$ cat src/rtl/prism_pkg.sv
// Shared constants for the PRISM input-conditioning stage: default widths and the
// in_data bit span that the filtered bus drives.
package prism_pkg;
   localparam int IN_DATA_LSB      = 0;
   localparam int IN_DATA_MSB      = 7;
   localparam int INFILT_WIDTH     = IN_DATA_MSB - IN_DATA_LSB + 1;
   localparam int INFILT_FILT_BITS = 4;
endpackage

$ cat src/rtl/prism_glitch_filt.sv
// One bit of glitch filtering: stability counter, filtered level, and registered
// rise/fall pulses derived from the filtered level and its delayed copy.
module prism_glitch_filt #(
   parameter int FILT_BITS = 4
) (
   input  logic                 clk,
   input  logic                 rst,
   input  logic                 src,
   input  logic                 bypass,
   input  logic [FILT_BITS-1:0] filt_len,
   output logic                 filt,
   output logic                 rise,
   output logic                 fall
);
   logic [FILT_BITS-1:0] cnt;
   logic                 filt_d;

   // cnt never exceeds filt_len, so the increment cannot wrap.
   always_ff @(posedge clk or posedge rst) begin
      if (rst) begin
         cnt    <= '0;
         filt   <= 1'b0;
         filt_d <= 1'b0;
         rise   <= 1'b0;
         fall   <= 1'b0;
      end else begin
         filt_d <= filt;
         rise   <= filt & ~filt_d;
         fall   <= ~filt & filt_d;
         if (bypass) begin
            filt <= src;
            cnt  <= '0;
         end else if (src == filt) begin
            cnt <= '0;
         end else if (cnt >= filt_len) begin
            filt <= src;
            cnt  <= '0;
         end else begin
            cnt <= cnt + 1'b1;
         end
      end
   end
endmodule

$ cat src/rtl/tqvp_prism_infilt.sv
// Input conditioning ahead of PRISM in_data: per-bit glitch filters, sticky edge flags
// and masked irq. Define PRISM_INFILT_SYNC_EN to add a 2-flop synchronizer on in_raw.
module tqvp_prism_infilt
   import prism_pkg::*;
#(
   parameter int WIDTH     = INFILT_WIDTH,
   parameter int FILT_BITS = INFILT_FILT_BITS
) (
   input  logic                 clk,
   input  logic                 rst,
   input  logic [WIDTH-1:0]     in_raw,
   input  logic [FILT_BITS-1:0] filt_len,
   input  logic [WIDTH-1:0]     bypass,
   input  logic [WIDTH-1:0]     rise_en,
   input  logic [WIDTH-1:0]     fall_en,
   input  logic [WIDTH-1:0]     irq_mask,
   input  logic [WIDTH-1:0]     flag_clr,
   output logic [WIDTH-1:0]     in_filt,
   output logic [WIDTH-1:0]     rise,
   output logic [WIDTH-1:0]     fall,
   output logic [WIDTH-1:0]     flags,
   output logic                 irq
);
   logic [WIDTH-1:0] src;
   logic [WIDTH-1:0] flags_next;

`ifdef PRISM_INFILT_SYNC_EN
   logic [WIDTH-1:0] sync_q1;
   logic [WIDTH-1:0] sync_q2;

   always_ff @(posedge clk or posedge rst) begin
      if (rst) begin
         sync_q1 <= '0;
         sync_q2 <= '0;
      end else begin
         sync_q1 <= in_raw;
         sync_q2 <= sync_q1;
      end
   end
   assign src = sync_q2;
`else
   assign src = in_raw;
`endif

   for (genvar i = 0; i < WIDTH; i++) begin : g_bit
      prism_glitch_filt #(.FILT_BITS(FILT_BITS)) u_filt (
         .clk      (clk),
         .rst      (rst),
         .src      (src[i]),
         .bypass   (bypass[i]),
         .filt_len (filt_len),
         .filt     (in_filt[i]),
         .rise     (rise[i]),
         .fall     (fall[i])
      );
   end

   // A new edge in the same cycle as a clear keeps the flag set so no edge is lost.
   always_comb begin
      flags_next = (flags & ~flag_clr) | (rise & rise_en) | (fall & fall_en);
   end

   always_ff @(posedge clk or posedge rst) begin
      if (rst) begin
         flags <= '0;
         irq   <= 1'b0;
      end else begin
         flags <= flags_next;
         irq   <= |(flags_next & irq_mask);
      end
   end
endmodule

$ cat config.mk
export PLATFORM = sky130hd
export DESIGN_NAME = tqvp_prism_infilt
export DESIGN_NICKNAME = d
export VERILOG_FILES = /design/src/rtl/prism_pkg.sv /design/src/rtl/prism_glitch_filt.sv /design/src/rtl/tqvp_prism_infilt.sv
export SDC_FILE = /design/constraint.sdc
export NUM_CORES = 1
export LEC_CHECK = 0
export BUFFER_PORTS_ARGS = -buffer_cell sky130_fd_sc_hd__buf_2
export CAP_MARGIN = 10
export CORE_AREA = 4 4 88 90
export DETAILED_ROUTE_END_ITERATION = 10
export DIE_AREA = 0 0 92 94
export HOLD_SLACK_MARGIN = 0.12
export PLACE_DENSITY = 0.78
export SYNTH_ARGS = -nofsm -noshare
export SYNTH_HDL_FRONTEND = slang
export SYNTH_SLANG_ARGS = --single-unit
$ cat constraint.sdc
create_clock -name clk -period 3.9 [get_ports clk]
set_input_delay 0.39 -clock clk [delete_from_list [all_inputs] [get_ports clk]]
set_output_delay 0.39 -clock clk [all_outputs]
set_load 0.005 [all_outputs]
==> run metrics <==
CTS sink count=73; die boundary width=92 um; cell-internal power=1.35 mW; type of the most critical hold path=primary input to asynchronous set/reset pin; RSZ-0062 raised after global routing=false; area overhead of the layout relative to synthesis=16.0%; leak pwr=2.23 nW; CTS max path bufs=2; quantity of I/O buffers inserted on ports=86; Residual DRC=0; Power per Cell Area=421 nW/um2; status=completed; worst max-slew margin expressed relative to the limit=40.3%; Final Instance Count excl. Fillers=500; number of buffers inserted to repair setup after CTS=0; fraction of layout cells with a size suffix above 1=33.9%; number of fill cells=587; GRT Util Overall=16.1%; synthesized netlist cell count=322; number of enable-type register cells in the synthesized netlist=0; startpoint class of the critical path=register; clock network fraction of total power=34.4%; switching share of total power=26.1%; most common cell after layout, fill and taps aside=sky130_fd_sc_hd__buf_2; Syn Area/Cell=11.6 um2; sw power=477 uW; Skew-Pair Late Insertion Delay=0.33 ns; Worst Path Class, Setup=register to register; vias in the first global route=2538; detailed-placement wirelength estimate=5060 um; combinational group share of total power=17.0%; drt wl/cell=13.0 um; net count after synthesis=416; maximum level of the CTS H-tree=3; most frequent cells in the layout=sky130_fd_sc_hd__buf_2, sky130_fd_sc_hd__dfrtp_1, sky130_fd_sc_hd__ha_1, sky130_fd_sc_hd__nor2_1, sky130_fd_sc_hd__inv_1; worst reg2reg path depth=6; number of placed instances with taps included=484; total vias in the final route=2467; Clock Skews=0.00639 ns; Yosys warning count=0; pin count of the biggest net entering global routing=46; placer's final routability congestion estimate=0.763; die height=94 um; number of max-cap violations=0; data arrival at the endpoint of the critical path=1.76 ns; peak ir drop on the vdd network=0.157 mV; # nets final=490; Hold Worst Slack=0.252 ns; effective utilization at floorplan=53.0%; number of antenna violations at the first check in global routing=0; wire length of the first global-routing pass=11100 um; CP max stage delay=0.39 ns; register bit count reported by yosys=73; minimum clock period after layout=1.55 ns; number of buffers inserted by hold repair at cts=0; maximum clock frequency=645 MHz; via count normalized by instance count=4.93; area of the core region=7060 um2; Final Hold Vio Count=0; cell at the slowest stage of the critical path=sky130_fd_sc_hd__dfrtp_1; sequence of cells on the critical path=inv_1, ha_1, nand2b_4, a21oi_2, o21ai_1, mux2_4; Clock Tree Root=sky130_fd_sc_hd__clkbuf_8; Primary FF master, synth=sky130_fd_sc_hd__dfrtp_1; residual overflow from global routing=0; Seq pwr share=48.6%; ant diodes=0; area taken by flip-flops and latches=1830 um2; clk slew on worst S/H paths=0.08 ns; count of cell types in the netlist=21; number of DRC markers in iteration 0=27; critical path fanouts, max=4; period utilisation layout=39.8%; critical path data required time=4.11 ns; area of combinational cells with multiple inputs=1630 um2; actual transition at the worst max-transition pin=0.894 ns; number of standard-cell rows in the floorplan=31; total negative slack for setup checks=0 ns; max-slew violation count=0; antenna violation net count after detailed routing=0; number of instances resized during post-cts repair=0; proportion of synthesized chip area in sequential cells=48.8%; number of ports placed on the die boundary=87; post-detailed-routing wire length=6500 um; CTS tree=yes; Initial DRT Pass Iterations=4; endpoint type of the worst setup path=register; Die Area=8650 um2; fraction of registers with async set or reset after synthesis=100%; TritonCTS Buffers=9; setup violation total in the final timing report=0; cell area after technology mapping=3740 um2
-- layer usage --
metal | vias to the layer above | track usage, % | part of all wire [%]
li1 | 1213 | - | -
met1 | 1181 | 18.5 | 41
met5 | - | 0 | 0
met3 | 6 | 3.69 | 6.3
met4 | 0 | 5.20 | 0.95
met2 | 67 | 29.6 | 52
-- power groups by stage --
stage / Combinational, mW / Sequential (mW) / Clock, mW
global route: 0.355 / 0.902 / 0.676
finish: 0.310 / 0.888 / 0.629
global placement: 0.303 / 0.898 / 0
CTS: 0.319 / 0.888 / 0.645
floorplan: 0.238 / 0.894 / 0
detailed placement: 0.317 / 0.904 / 0
-- worst paths after layout --
path / slack (ns) / endpoint / startpoint
worst min register to register: 0.41 / g_bit[5].u_filt.rise / g_bit[5].u_filt.filt_d
min in group clk: 0.29 / flags[3] / flag_clr[3]
max in group asynchronous: 2.75 / g_bit[0].u_filt.filt / rst
worst min-delay path: 0.25 / g_bit[7].u_filt.rise / rst
worst max register to register: 2.35 / g_bit[5].u_filt.filt / g_bit[5].u_filt.cnt[0]
worst max-delay path: 2.35 / g_bit[5].u_filt.filt / g_bit[5].u_filt.cnt[0]
-- cell type report --
type | instances | area share [%]
Multi-Input combinational cell | 197 | 37.6
Inverter | 28 | 2.42
Clock buffer | 9 | 2.85
Tap cell | 99 | 2.85
Sequential cell | 73 | 42.1
Timing Repair Buffer | 87 | 10.1
Clock inverter | 7 | 2.16
-- Yosys cell counts, drive strengths merged, types with 12 or more instances --
cell type   n  area, um2
nor2b      16        100
a22oi      12       90.1
buf        24        180
o21ai      16       87.6
ha         40        500
inv        28        105
xor2       16        140
dfrtp      73       1830
nor2       32        120
-- worst max-delay path: cells and delay by family, from the launching register on --
family / cells / cell delay, ns
multiplexers: 1 / 0.31
flip-flops: 1 / 0.39
adder cells (fa/ha/maj): 1 / 0.27
AO/OA/AOI/OAI: 2 / 0.26
buffers and inverters: 1 / 0.06
AND/OR/NAND/NOR: 1 / 0.14
-- logic make-up (layout without fill, tap and decap cells) --
kind of cell	after synthesis	after routing	synth area share (%)
AOI/OAI and AO/OA	52	52	10.9
xor gates and xnor gates	24	24	5.62
adders and majority gates	40	40	13.4
buffers and inverters	52	131	7.62
DFF	73	73	48.8
muxes	8	8	3.21
and+or+nand+nor	73	73	10.5
-- registers in the layout (all words and copies together), names as in the netlist --
| signal | count |
|---|---|
| g_bit.u_filt.fall | 8 |
| irq | 1 |
| g_bit.u_filt.rise | 8 |
| g_bit.u_filt.cnt | 32 |
| flags | 8 |
| g_bit.u_filt.filt_d | 8 |
| g_bit.u_filt.filt | 8 |
-- through the flow --
stage | total power [mW] | cell area (um2) | utilization (%) | worst slack [ns]
after global routing | 1.93 | 4340 | 61.5 | 2.25
after floorplan | 1.13 | 3740 | - | 1.66
after global placement | 1.20 | 4120 | 58.4 | 2.01
final | 1.83 | 4340 | 61.5 | 2.35
after CTS | 1.85 | 4340 | 61.5 | 2.33
after detailed placement | 1.22 | 4120 | 58.4 | 1.97
(Power assumes the default switching activity.)
